[config.mk]
export PLATFORM = sky130hd
export DESIGN_NAME = vga_frame_capture
export DESIGN_NICKNAME = d
export VERILOG_FILES = /design/src/rtl/vga_frame_capture.sv
export SDC_FILE = /design/constraint.sdc
export NUM_CORES = 1
export LEC_CHECK = 0
export CAP_MARGIN = 20
export CORE_MARGIN = 10
export CORE_UTILIZATION = 48
export CTS_CLUSTER_SIZE = 30
export DETAILED_ROUTE_END_ITERATION = 12
export PLACE_DENSITY_LB_ADDON = 0.08
export SLEW_MARGIN = 25
export SYNTH_ARGS = -nofsm -noshare
export SYNTH_HDL_FRONTEND = slang
export SYNTH_SLANG_ARGS = --single-unit
[constraint.sdc]
create_clock -name clock_25 -period 3.8 [get_ports clock_25]
set_clock_uncertainty 0.2 [all_clocks]
set_input_delay 0.76 -clock clock_25 [delete_from_list [all_inputs] [get_ports clock_25]]
set_output_delay 0.76 -clock clock_25 [all_outputs]
set_load 0.05 [all_outputs]
[src/rtl/vga_frame_capture.sv]
// vga_frame_capture: grabs one (or every) active VGA frame into a
// first-word-fall-through FIFO and drains it through a valid/ready stream.
//
// Ports:
//   clock_25            pixel clock, rising edge
//   reset               asynchronous active-low reset
//   display_on          active-video qualifier from the sync generator
//   pixel_x, pixel_y    current raster coordinates
//   R, G, B             pixel colour channels
//   arm                 one-cycle request to capture the next frame
//   out_valid/out_ready stream handshake; a pixel moves when both are high
//   out_data            {R,G,B} of the head pixel
//   out_sof, out_eol    head pixel is (0,0) / last column of its line
//   busy                waiting for start of frame or capturing
//   frame_done          one-cycle pulse after the last pixel is pushed
//   overflow            sticky: a pixel was dropped since the last arm
//   drop_count          number of dropped pixels, saturating
module vga_frame_capture #(
    parameter int H_ACTIVE   = 640,
    parameter int V_ACTIVE   = 480,
    parameter int CH_BITS    = 4,
    parameter int FIFO_DEPTH = 16,
    parameter int CONTINUOUS = 0
) (
    input  logic                   clock_25,
    input  logic                   reset,
    input  logic                   display_on,
    input  logic [9:0]             pixel_x,
    input  logic [9:0]             pixel_y,
    input  logic [CH_BITS-1:0]     R,
    input  logic [CH_BITS-1:0]     G,
    input  logic [CH_BITS-1:0]     B,
    input  logic                   arm,
    output logic                   out_valid,
    input  logic                   out_ready,
    output logic [3*CH_BITS-1:0]   out_data,
    output logic                   out_sof,
    output logic                   out_eol,
    output logic                   busy,
    output logic                   frame_done,
    output logic                   overflow,
    output logic [15:0]            drop_count
);

    localparam int AW = $clog2(FIFO_DEPTH);
    localparam int DW = 3*CH_BITS + 2;
    localparam logic [9:0] X_LAST = 10'(H_ACTIVE - 1);
    localparam logic [9:0] Y_LAST = 10'(V_ACTIVE - 1);
    localparam logic [AW:0] PTR_ONE = (AW+1)'(1);

    typedef enum logic [1:0] {
        S_IDLE,
        S_WAIT_SOF,
        S_CAPTURE,
        S_DONE
    } state_t;

    state_t r_state;
    state_t w_next;

    logic [DW-1:0] r_mem [FIFO_DEPTH];
    logic [AW:0]   r_wr_ptr;
    logic [AW:0]   r_rd_ptr;

    logic          w_sof;
    logic          w_in_range;
    logic          w_last;
    logic          w_push_req;
    logic          w_arm_clr;
    logic          w_empty;
    logic          w_full;
    logic          w_pop;
    logic          w_push;
    logic          w_drop;
    logic [DW-1:0] w_head;

    assign w_sof      = display_on && (pixel_x == '0) && (pixel_y == '0);
    assign w_in_range = display_on && (pixel_x <= X_LAST)
                        && (pixel_y <= Y_LAST);
    assign w_last     = (pixel_x == X_LAST) && (pixel_y == Y_LAST);

    // Extra MSB on each pointer tells full (MSBs differ) from empty.
    assign w_empty = (r_wr_ptr == r_rd_ptr);
    assign w_full  = (r_wr_ptr[AW] != r_rd_ptr[AW])
                     && (r_wr_ptr[AW-1:0] == r_rd_ptr[AW-1:0]);

    assign w_pop  = out_valid && out_ready;
    // A full FIFO still takes a pixel when the head leaves on the same edge.
    assign w_push = w_push_req && (!w_full || w_pop);
    assign w_drop = w_push_req && !w_push;

    assign w_head     = r_mem[r_rd_ptr[AW-1:0]];
    assign out_valid  = !w_empty;
    assign out_data   = out_valid ? w_head[3*CH_BITS-1:0] : '0;
    assign out_eol    = out_valid && w_head[DW-2];
    assign out_sof    = out_valid && w_head[DW-1];
    assign busy       = (r_state == S_WAIT_SOF) || (r_state == S_CAPTURE);
    assign frame_done = (r_state == S_DONE);

    always_ff @(posedge clock_25 or negedge reset) begin
        if (!reset) begin
            r_state <= S_IDLE;
        end else begin
            r_state <= w_next;
        end
    end

    always_comb begin
        w_next     = r_state;
        w_push_req = 1'b0;
        w_arm_clr  = 1'b0;
        unique case (r_state)
            S_IDLE: begin
                if (arm) begin
                    w_next    = S_WAIT_SOF;
                    w_arm_clr = 1'b1;
                end
            end
            S_WAIT_SOF: begin
                if (w_sof) begin
                    w_push_req = 1'b1;
                    w_next     = w_last ? S_DONE : S_CAPTURE;
                end
            end
            S_CAPTURE: begin
                if (w_in_range) begin
                    w_push_req = 1'b1;
                    if (w_last) begin
                        w_next = S_DONE;
                    end
                end
            end
            S_DONE: begin
                w_next = (CONTINUOUS != 0) ? S_WAIT_SOF : S_IDLE;
            end
            default: begin
                w_next = S_IDLE;
            end
        endcase
    end

    always_ff @(posedge clock_25 or negedge reset) begin
        if (!reset) begin
            r_wr_ptr <= '0;
            r_rd_ptr <= '0;
        end else begin
            if (w_push) begin
                r_wr_ptr <= r_wr_ptr + PTR_ONE;
            end
            if (w_pop) begin
                r_rd_ptr <= r_rd_ptr + PTR_ONE;
            end
        end
    end

    // Storage needs no reset: the outputs are gated by out_valid.
    always_ff @(posedge clock_25) begin
        if (w_push) begin
            r_mem[r_wr_ptr[AW-1:0]] <= {w_sof, (pixel_x == X_LAST), R, G, B};
        end
    end

    always_ff @(posedge clock_25 or negedge reset) begin
        if (!reset) begin
            overflow   <= 1'b0;
            drop_count <= '0;
        end else if (w_arm_clr) begin
            overflow   <= 1'b0;
            drop_count <= '0;
        end else if (w_drop) begin
            overflow <= 1'b1;
            if (drop_count != 16'hFFFF) begin
                drop_count <= drop_count + 16'd1;
            end
        end
    end

endmodule

==> summary.md <==
| Metric | Value |
|---|---|
| Layout Utilization | `58.4%` |
| Tightest Pin Transition | `0.800 ns` |
| Leakage | `4.34 nW` |
| Failing checks | `negative hold slack` |
| Fraction of layout cells with a size suffix above 1 | `27.3%` |
| TritonCTS clock tree | `yes` |
| Slowest stage delay, CP | `0.55 ns` |
| Syn Area/Cell | `19.2 sq um` |
| Core footprint | `21700 sq um` |
| Filler Cells Inserted | `1595` |
| Area leader, netlist | `edfxtp_1` |
| Worst setup SP type | `flip-flop` |
| DRC Markers | `0` |
| Minimum clock period | `3.64 ns` |
| Status | `finished, violations left` |
| Mux cell area share after synthesis | `15.7%` |
| Largest net degree at the start of global routing | `31` |
| Routed len/inst | `24.6 um` |
| Top-area cell type share of the netlist area | `63.9%` |
| First-pass GRT wire length | `36600 um` |
| Number of global-route vias before repair | `6050` |
| Ranking of synthesized cells by area | `edfxtp_1 64%, mux4_2 15%, dfrtp_1 6.9%` |
| Pwr per Cell Area | `713 nW/um^2` |
| Die area | `28200 sq um` |
| Initial Utilization | `48.5%` |
| Total CTS buffers | `26` |
| Worst vdd ir | `0.386 mV` |
| Detailed Routing Iterations Pass 1 | `5` |
| Synth Area in XOR/XNOR | `1.15%` |
| CP required | `2.84 ns` |
| Clk_lat worst skew | `0.53 ns` |
| Global Route Usage Sum | `16.7%` |
| Simple-Gate Fraction of Synth Area | `6.99%` |
| Final Slew Violations | `0` |
| HPWL Detailed | `15400 um` |
| Yosys cell types | `50` |
| Hold-fix buffers, CTS | `0` |
| Number of synthesized flops with an enable pin | `224` |
| Sink Count | `253` |
| Worst-path cell chain | `buf_12 > mux4_2 > mux4_2 > and2_1 > buf_4` |
| Number of DRC markers in iteration 0 | `428` |
| Layout Nets | `709` |
| H-tree Lvls | `1` |
| #FFs+latches synth | `253` |
| DIE HEIGHT | `168 um` |
| Setup violations, final | `0` |
| Die X | `168 um` |
| Mapped Area | `10500 sq um` |
| Slew headroom | `46.3%` |
| FMAX | `275 MHz` |
| Mapped Cells | `549` |
| Complex-gate fraction of the synthesized area | `2.20%` |
| Fin Setup TNS | `0 ns` |
| Initial antenna violation count | `0` |
| Detail Route Antenna Nets | `0` |
| Kind of critical path | `flip-flop to output pin` |
| DR vias | `5666` |
| Hold Vio Cnt, Final | `19` |
| Site Rows | `54` |
| Max clock buf depth | `3` |
| Largest family of logic cells by synthesized area | `multiplexers` |
| Most frequent cells in the layout | `224 x edfxtp_1, 70 x mux4_2, 54 x clkdlybuf4s50_1, 53 x buf_4` |
| Crit-path max FO | `17` |
| GP Congestion | `0.805` |
| # IOs | `71` |
| Worst path slowest cell | `mux4_2` |
| Clk slew on worst S/H paths | `0.06 ns` |
| Buffers added on ports | `70` |
| PostCTS Resize Cnt | `0` |
| Worst hold path class | `primary input to async pin` |
| Sequential area share after synthesis | `70.8%` |
| Final instance area | `12700 sq um` |
| Register area | `7460 sq um` |
| Max_cap viols | `0` |
| Vias/cell | `5.90` |
| Top_reg_cell synth | `edfxtp_1` |
| Final Cycle Share | `95.8%` |
| Most used cell, CP | `mux4_2` |
| Async S/R FF share, synth | `11.5%` |
| Diodes inserted | `0` |
| Commonest non-fill, non-tap cell in the layout | `edfxtp_1` |
| Yosys warnings | `0` |
| Final wirelength | `23700 um` |
| GR Overflow Total | `0` |
| Synth Area in Adders | `1.31%` |
| RSZ-0062 raised after global routing | `no` |
| Arr. time, crit path | `2.68 ns` |
| Crit end category | `output pin` |
| Area after DPL | `11700 sq um` |
| Area Growth Syn to Fin | `20.4%` |
| Root Buffer | `clkbuf_16` |
| Post-CTS Repair Setup Buffers | `2` |
| Final Hold Slack | `-0.0193 ns` |
| Area of the multi-input gates | `2890 sq um` |
| Syn nets | `597` |
-- synthesized netlist by cell type (4+ instances only) --
library cell / number
and3_1: 13
dfrtp_1: 29
and4_1: 4
nand3_1: 10
inv_1: 8
and2_1: 16
a21oi_1: 10
xnor2_1: 7
buf_2: 8
nand4_1: 13
nor2_1: 16
o31ai_1: 4
ha_1: 11
mux2i_1: 5
o21ai_0: 4
buf_6: 5
nor3_1: 8
xor2_1: 5
edfxtp_1: 224
nand2_1: 17
nand2b_1: 5
mux4_2: 70
clkbuf_1: 13
-- layer usage --
| layer | GRT usage (%) | wire length [um] |
|---|---|---|
| met1 | 21.5 | 9840 |
| met2 | 28.4 | 12100 |
| met3 | 3.00 | 1130 |
| met4 | 4.69 | 599 |
| met5 | 0 | 0 |
-- worst max-delay path, delay by kind of cell, from the launching register on --
kind,cells,cell delay (ns)
simple gates,1,0.18
flops,1,0.52
buf+inv,2,0.41
mux,2,1.04
-- path summary, 6_finish.rpt --
check	to	slack, ns	cells past startpoint	from
max in group asynchronous	drop_count[3]	2.89	2	reset
max reg2reg	r_mem[14][3]	1.07	9	r_rd_ptr[0]
max	out_data[9]	0.16	5	r_rd_ptr[0]
min	drop_count[11]	-0.02	1	reset
min reg2reg	r_wr_ptr[4]	0.28	1	r_wr_ptr[4]
min in group clock_25	r_wr_ptr[4]	0.28	1	r_wr_ptr[4]
-- through the flow --
stage               power, mW  hold slack, ns  setup WS, ns  instances
finish                   9.02         -0.0193         0.160        961
global route             9.40         0.00864        0.0809        961
CTS                      9.15           0.287         0.120        961
detailed placement       6.47           0.276         0.417        911
global placement         6.43           0.274         0.484        911
floorplan                5.52           0.260         0.338        549
-- final cells by class --
| cell class | count | share of cell area, % |
|---|---|---|
| clock buffer | 34 | 5.70 |
| tap | 280 | 2.77 |
| clock inverter | 14 | 1.38 |
| multi-input combinational | 259 | 22.8 |
| sequential | 253 | 58.9 |
| timing repair buffer | 113 | 8.24 |
| inverter | 8 | 0.237 |
-- registers in the layout, indices dropped and copies added, names as in the netlist --
register	count
r_mem	224
r_wr_ptr	5
r_state	2
r_rd_ptr	5
drop_count	16
overflow	1
-- report_power, final --
part / leakage (nW) / switching, mW / internal, mW / total, mW
Combinational: 1.50 / 1.76 / 1.39 / 3.15
Clock: 0.433 / 1.02 / 1.61 / 2.63
Sequential: 2.40 / 0.136 / 3.11 / 3.24
Total: 4.34 / 2.92 / 6.10 / 9.02
-- cells by family after synthesis --
family                   count (synthesis)
multiplexers                            77
adder cells (fa/ha/maj)                 11
flip-flops                             253
XOR/XNOR                                13
AND/OR/NAND/NOR                        125
AO/OA/AOI/OAI                           33
buffers and inverters                   37
Power figures use the tool's default switching activity.
